### config.mk
export PLATFORM = sky130hd
export DESIGN_NAME = result_bcd_display
export DESIGN_NICKNAME = d
export VERILOG_FILES = /design/src/rtl/result_disp_pkg.sv /design/src/rtl/result_bcd_display_seg7_decode.sv /design/src/rtl/result_bcd_display.sv
export SDC_FILE = /design/constraint.sdc
export NUM_CORES = 1
export LEC_CHECK = 0
export BUFFER_PORTS_ARGS = -buffer_cell sky130_fd_sc_hd__buf_2
export CAP_MARGIN = 30
export CORE_MARGIN = 2
export CORE_UTILIZATION = 58
export CTS_CLUSTER_SIZE = 16
export DETAILED_ROUTE_END_ITERATION = 10
export PLACE_DENSITY = 0.8
export SETUP_SLACK_MARGIN = 0.4
export SYNTH_ARGS = -nofsm -noshare
export SYNTH_HDL_FRONTEND = slang
export SYNTH_SLANG_ARGS = --single-unit
### constraint.sdc
create_clock -name clk -period 2.6 [get_ports clk]
set_input_delay 0.39 -clock clk [delete_from_list [all_inputs] [get_ports clk]]
set_output_delay 0.39 -clock clk [all_outputs]
set_load 0.005 [all_outputs]
### src/rtl/result_disp_pkg.sv
// Shared types and constants for the result BCD display: FSM states,
// active-low seven-segment codes (gfedcba) and the decimal display limit.
package result_disp_pkg;

    typedef enum logic [1:0] {
        IDLE    = 2'd0,
        CONVERT = 2'd1,
        UPDATE  = 2'd2
    } state_t;

    localparam logic [6:0] SEG_BLANK = 7'h7F;
    localparam logic [6:0] SEG_DASH  = 7'h3F;
    localparam int         MAX_DEC   = 999999;

    // Index 0 is the rightmost entry.
    localparam logic [9:0][6:0] SEG_TABLE = {
        7'h10, 7'h00, 7'h78, 7'h02, 7'h12,
        7'h19, 7'h30, 7'h24, 7'h79, 7'h40
    };

    function automatic logic [6:0] seg_of(input logic [3:0] digit);
        return (digit > 4'd9) ? SEG_BLANK : SEG_TABLE[digit];
    endfunction

endpackage

### src/rtl/result_bcd_display_seg7_decode.sv
// Combinational BCD digit to active-low seven-segment decoder with blank
// override; non-decimal codes also show blank.
module seg7_decode
    import result_disp_pkg::*;
(
    input  logic [3:0] digit,
    input  logic       blank,
    output logic [6:0] seg
);

    always_comb begin
        seg = blank ? SEG_BLANK : seg_of(digit);
    end

endmodule

### src/rtl/result_bcd_display.sv
// Iterative double-dabble binary-to-BCD converter driving six latched HEX
// displays. Optional macro LEAD_ZERO_BLANK_EN blanks leading zero digits.
module result_bcd_display
    import result_disp_pkg::*;
#(
    parameter int DATA_W = 32,
    parameter int DIGITS = 6,
    parameter int CNT_W  = 6
) (
    input  logic              clk,
    input  logic              rst_n,
    input  logic              in_valid,
    input  logic [DATA_W-1:0] in_data,
    output logic              in_ready,
    output logic              busy,
    output logic              done,
    output logic              overflow,
    output logic [6:0]        HEX0,
    output logic [6:0]        HEX1,
    output logic [6:0]        HEX2,
    output logic [6:0]        HEX3,
    output logic [6:0]        HEX4,
    output logic [6:0]        HEX5
);

    localparam int BCD_W = 4 * DIGITS;

    state_t                  state_q, state_d;
    logic [DATA_W-1:0]       shift_q, shift_d;
    logic [BCD_W-1:0]        bcd_q, bcd_d, bcd_adj;
    logic [CNT_W-1:0]        cnt_q, cnt_d;
    logic                    ovf_q, ovf_d;
    logic                    overflow_q, overflow_d;
    logic                    done_q, done_d;
    logic [DIGITS-1:0][6:0]  hex_q, hex_d, seg_w;
    logic [DIGITS-1:0]       lead_blank;

    // Add-3 correction applied to every digit before each shift.
    always_comb begin
        bcd_adj = bcd_q;
        for (int i = 0; i < DIGITS; i++) begin
            if (bcd_q[4*i +: 4] >= 4'd5) begin
                bcd_adj[4*i +: 4] = bcd_q[4*i +: 4] + 4'd3;
            end
        end
    end

`ifdef LEAD_ZERO_BLANK_EN
    always_comb begin
        logic seen_nz;
        seen_nz       = 1'b0;
        lead_blank    = '0;
        for (int i = DIGITS - 1; i > 0; i--) begin
            seen_nz       = seen_nz | (bcd_q[4*i +: 4] != 4'd0);
            lead_blank[i] = ~seen_nz;
        end
    end
`else
    always_comb begin
        lead_blank = '0;
    end
`endif

    for (genvar g = 0; g < DIGITS; g++) begin : g_seg
        seg7_decode u_seg (
            .digit (bcd_q[4*g +: 4]),
            .blank (lead_blank[g]),
            .seg   (seg_w[g])
        );
    end

    always_comb begin
        state_d    = state_q;
        shift_d    = shift_q;
        bcd_d      = bcd_q;
        cnt_d      = cnt_q;
        ovf_d      = ovf_q;
        overflow_d = overflow_q;
        hex_d      = hex_q;
        done_d     = 1'b0;
        case (state_q)
            IDLE: begin
                if (in_valid) begin
                    shift_d    = in_data;
                    bcd_d      = '0;
                    cnt_d      = '0;
                    ovf_d      = 1'b0;
                    overflow_d = 1'b0;
                    state_d    = CONVERT;
                end
            end
            CONVERT: begin
                {bcd_d, shift_d} = {bcd_adj, shift_q} << 1;
                // A set top bit would carry out of the sixth decimal digit.
                if (bcd_adj[BCD_W-1]) begin
                    ovf_d = 1'b1;
                end
                cnt_d = cnt_q + CNT_W'(1);
                if (cnt_q == CNT_W'(DATA_W - 1)) begin
                    state_d = UPDATE;
                end
            end
            UPDATE: begin
                hex_d      = ovf_q ? {DIGITS{SEG_DASH}} : seg_w;
                overflow_d = ovf_q;
                done_d     = 1'b1;
                state_d    = IDLE;
            end
            default: begin
                state_d = IDLE;
            end
        endcase
    end

    always_ff @(posedge clk) begin
        if (!rst_n) begin
            state_q    <= IDLE;
            shift_q    <= '0;
            bcd_q      <= '0;
            cnt_q      <= '0;
            ovf_q      <= 1'b0;
            overflow_q <= 1'b0;
            done_q     <= 1'b0;
            hex_q      <= {DIGITS{SEG_BLANK}};
        end else begin
            state_q    <= state_d;
            shift_q    <= shift_d;
            bcd_q      <= bcd_d;
            cnt_q      <= cnt_d;
            ovf_q      <= ovf_d;
            overflow_q <= overflow_d;
            done_q     <= done_d;
            hex_q      <= hex_d;
        end
    end

    assign in_ready = (state_q == IDLE);
    assign busy     = (state_q != IDLE);
    assign done     = done_q;
    assign overflow = overflow_q;
    assign HEX0     = hex_q[0];
    assign HEX1     = hex_q[1];
    assign HEX2     = hex_q[2];
    assign HEX3     = hex_q[3];
    assign HEX4     = hex_q[4];
    assign HEX5     = hex_q[5];

endmodule

## After elaboration in Yosys (flattened, before gate mapping)

Memories as Yosys holds them, arrays and structs flattened. A register that Yosys moved wholly into a read port is not among the register bits.
Cells that the tools add are included.

- Memories kept: 6
- Logic and storage cells: 103
- ROM bits: 672
- Memory bits (writable): 0
- Bits in registers: 109
- Input port bits: 35
- Latch bits: 0
- Output and inout bits: 46

Memory list:

| memory | words | width | read ports | clocked after Yosys merged registers in | wr ports | RTL line | source |
|---|---|---|---|---|---|---|---|
| (name not given) | 16 | 7 | 1 | 1 | 0 | result_disp_pkg.sv:22 | `return (digit > 4'd9) ? SEG_BLANK : SEG_TABLE[digit];` |
| (name not given) | 16 | 7 | 1 | 1 | 0 | result_disp_pkg.sv:22 |  |
| (name not given) | 16 | 7 | 1 | 1 | 0 | result_disp_pkg.sv:22 |  |
| (name not given) | 16 | 7 | 1 | 1 | 0 | result_disp_pkg.sv:22 |  |
| (name not given) | 16 | 7 | 1 | 1 | 0 | result_disp_pkg.sv:22 |  |
| (name not given) | 16 | 7 | 1 | 1 | 0 | result_disp_pkg.sv:22 |  |

- Add/subtract/negate cells: 7
- Equal/unequal tests: 6
- Multipliers: 0
- Shifts and indexed selects: 0
- Reductions and logical operators: 8
- Bitwise logic cells: 0
- Div/mod/pow operators: 0
- Multiplexer cells: 45
- $lt $le $gt $ge: 18

Operator list:

| operator | count |
|---|---|
| two-way mux 7 bit | 12 |
| two-way mux 4 bit | 18 |
| case mux 32 bit (2 select lines) | 1 |
| case mux 24 bit (2 select lines) | 1 |
| two-way mux 42 bit | 1 |
| two-way mux 32 bit | 1 |
| less-than comparator 4 x 5 -> 1 bit, second input constant | 6 |
| adder 4 x 2 -> 4 bit, second input constant | 6 |
| >= comparator 4 x 3 -> 1 bit, second input constant | 6 |
| greater-than comparator 4 bit, second input constant | 6 |
| two-way mux 24 bit | 1 |
| case mux 6 bit (2 select lines) | 1 |
| adder 6 x 1 -> 6 bit, second input constant | 1 |
| == test 6 x 5 -> 1 bit, second input constant | 1 |
| two-way mux 6 bit | 1 |
| inequality test 2 bit, second input constant | 3 |
| AND reduction 2 bit | 3 |
| nonzero test 2 bit | 3 |
| two-way mux 2 bit | 2 |
| case mux 1 bit (2 select lines) | 2 |
| case mux 2 bit (2 select lines) | 1 |
| two-way mux 1 bit | 3 |
| AND reduction 3 bit | 1 |
| == test 2 x 1 -> 1 bit, second input constant | 1 |
| 2 further kinds | 2 |

## Depth between registers and ports, before layout

- Depth after elaboration: 5
- Depth in mapped cells: 11
- Gate-level depth less buffers: 11

## By module

Synthesis repeated with hierarchy kept, for this count alone.

- Cells, all modules: 815
- Area, all modules: 6392.4 um2

Modules (own cells, without submodules):

| module | area each (um2) | times used | seq. area each (um2) | cells an instance |
|---|---|---|---|---|
| result_bcd_display | 5108.6 | 1 | 2182.1 | 635 |
| seg7_decode | 214.0 | 6 | 0.0 | 30 |

## Worst setup path after synthesis

OpenSTA, ideal clock, no wires.

- Path kind: reg2reg
- Start: register bcd_q[9]
- End: register with a tool-made name
- Arrival: 1.965 ns
- Clock period less this slack: 2.035 ns
- Cell stages (with the launch flop): 9
- Setup slack: 0.565 ns
- Data required time: 2.530 ns
- Setup time: 0.070 ns
- Buffers on the path: 0
- Path through: dfxtp_1 inv_1 ha_1 nand2b_1 a2111oi_0 a211oi_2 ha_1 or2_2 a21oi_1

RTL lines:

| item | RTL line | source |
|---|---|---|
| start: declaration | result_bcd_display.sv:30 | `logic [BCD_W-1:0] bcd_q, bcd_d, bcd_adj;` |
| start signal: assignment | result_bcd_display.sv:119 | `bcd_q <= '0;` |
| start signal: assignment | result_bcd_display.sv:128 | `bcd_q <= bcd_d;` |

==> metrics.csv <==
stage;metric;value;unit
status;status;finished, final reports clean;
power;VDD IR max;0.7223;mV
grt;initial antenna violation count;0;
hold_path;Hold Path Class;in -> reg;
die;floorplan die height;111.6;µm
clocking;Hold-fix buffers, CTS;0;
synth;Seq cells post-synth;151;
setup_path;Required @ worst endpoint;2.90;ns
synth;Ys Warns;0;
setup_path;CP Capture Type;register;
layout;most frequent cells in the layout;dfxtp_1, nand2_1, buf_2, nor2_1, o21ai_0;
placement;GP Congestion;0.8577;
grt;first-pass GRT wire length;25.61;mm
sta;Fin. Hold Viols;0;
setup_path;CP max-delay cell;dfxtp_1;
sta;aggregate negative setup slack;0;ns
synth;Yosys cell types;56;
sta;final setup violation count;0;
placement;# port buffers;80;
flow_run;max_cap viols;0;
detailed_routing;Routed Antenna Nets;0;
setup_path;Crit path largest cell delay;0.38;ns
sta;post-route setup slack;0.4281;ns
die;DIE AREA;12460;µm²
clocking;CTS Buf Count;17;
setup_path;Crit path max-delay family;compound AO/OA/AOI/OAI gates;
clocking;TritonCTS clock tree;done;
grt;gr usage total;25.35;%
synth;Mapped Nets;829;
detailed_routing;Detailed Routing Iterations Pass 1;5;
sta;final clock period utilization by the worst path;83.53;%
detailed_routing;average via count per standard cell;5.844;
setup_path;CP Class;reg -> reg;
die;core box area;11370;µm²
die;initial core utilization;59.08;%
clocking;CTS sink cnt;151;
layout;share of layout cells above drive strength 1;22.97;%
clocking;Root Buffer;clkbuf_16;
synth;Post-synth ARST share;0;%
sta;worst-margin pin slew;0.5935;ns
grt;number of global-route vias before repair;5413;
sta;unrepaired setup endpoints after global routing;false;
sta;Slew headroom;60.43;%
setup_path;crit path launch type;register;
setup_path;Cell Chain, Critical Path;inv_1 -> ha_1 -> nand2b_2 -> buf_4 -> a211o_1 -> a32o_2 -> buf_4 -> mux2i_1 -> nor2_1;
synth;Synth Flop Type;dfxtp_1;
detailed_routing;Avg WL per Cell;16.78;µm
placement;Setup WS pre-CTS;0.2149;ns
layout;Ant. Diodes;0;
layout;Area Overhead vs Synth;20.77;%
clocking;H-tree depth;4;
sta;Final min period;2.172;ns
setup_path;CP arrival;2.48;ns
sta;Final Max Slew Viols;0;
die;# IOs;81;
setup_path;Max Fanout on Critical Path;8;
die;Row Count;39;
synth;number of flops mapped to enable cells by yosys;0;
power;Lkg Pwr;3.508;nW
die;die width;111.6;µm
detailed_routing;WL final;16.65;mm
setup_path;CP bufs+invs;3;
setup_path;flop-to-flop setup slack;0.43;ns
synth;mean post-synth cell area;8.933;µm²
setup_path;CP most frequent cell;buf_4;
detailed_routing;DRC;0;
synth;cells after synthesis;752;
sta;Setup Skew;0.005703;ns
sta;fmax;0.4604;GHz
detailed_routing;DR vias;5797;
placement;hpwl dp;10.40;mm
clocking;Clk pin slew, worst setup/hold paths;0.06;ns
power;PwrDens;625.6;nW/µm²
detailed_routing;drt initial violations;500;
grt;global route overflow;0;
synth;cell area after synthesis;6718;µm²
synth;Seq/Total Area, Yosys;45.00;%
clocking;clock latency at the later pin of the worst-skew pair;0.43;ns
layout;Total Nets Final;913;
clocking;clk buf depth;2;
grt;largest net degree at the start of global routing;63;
layout;most common cell after layout, fill and taps aside;dfxtp_1;
## cells in the mapped netlist (15+ instances only)
| library cell | count | area share, % |
|---|---|---|
| a21oi_1 | 44 | 3.3 |
| a22oi_1 | 15 | 1.7 |
| clkbuf_1 | 29 | 1.6 |
| dfxtp_1 | 151 | 45 |
| ha_1 | 42 | 7.8 |
| inv_1 | 47 | 2.6 |
| mux2i_1 | 20 | 3.0 |
| nand2_1 | 96 | 5.4 |
| nand2b_1 | 15 | 1.4 |
| nor2_1 | 60 | 3.4 |
| o21ai_0 | 51 | 3.8 |
| o22ai_1 | 43 | 4.0 |
## cells by family (layout without fill, tap and decap cells)
logic type,after synthesis,after routing,synth area share (%)
compound gates,217,217,21.83
simple gates,222,223,15.50
xor+xnor,4,4,0.5216
fa+ha+maj,42,42,7.823
flops,151,151,45.00
mux,20,20,2.980
buf+inv,96,192,6.351
## worst paths after layout
check	end	from	cells past startpoint
worst max-delay path	register	bcd_q[5]$_SDFFE_PN0N_	9
worst min-delay path	shift_q[27]$_SDFFE_PN0N_	in_data[27]	3
worst max register to register	register	bcd_q[5]$_SDFFE_PN0N_	9
worst min register to register	shift_q[5]$_SDFFE_PN0N_	shift_q[4]$_SDFFE_PN0N_	2
## routing by layer
metal / vias up / share of wire (%) / track usage (%)
met5: - / 0 / 0
met4: 0 / 2.6 / 9.877
met3: 41 / 6.6 / 6.750
met2: 242 / 49 / 43.68
met1: 2729 / 41 / 30.21
li1: 2785 / - / -
## report_power, final
group          total (mW)  internal, mW  switching [mW]
Clock                2.35          1.39           0.957
Sequential           2.41          2.37          0.0378
Combinational       0.317         0.121           0.195
## worst min-delay path: cells and delay by family
kind	cells	cell delay (ns)
buf+inv	1	0.08
simple gates	1	0.06
compound gates	1	0.05
## per-stage QoR
step	hold slack (ns)	instance area, µm²	std cells	util (%)	power [mW]
floorplan	0.4102	6718	752	-	2.636
global placement	0.4215	7163	940	63.00	2.725
detailed placement	0.4243	7163	940	63.00	2.734
CTS	0.1719	7750	972	68.16	5.073
global route	0.1767	8113	992	71.35	5.235
finish	0.1812	8113	992	71.35	5.076
## layout make-up
type / instances / area (µm²)
clock buffer: 22 / 474.2
clock inverter: 10 / 96.34
fill: 833 / 3257
inverter: 48 / 180.2
multi-input combinational: 506 / 3485
sequential: 151 / 3033
tap: 143 / 178.9
timing repair buffer: 112 / 665.6
## repair_timing
action	in CTS	in global routing
gates cloned	0	1
pin swaps	0	8
buffers inserted	0	19
endpoints found under the setup margin	23	30
gates resized for setup	7	41
Note: power is estimated with default switching activity, not from simulation.
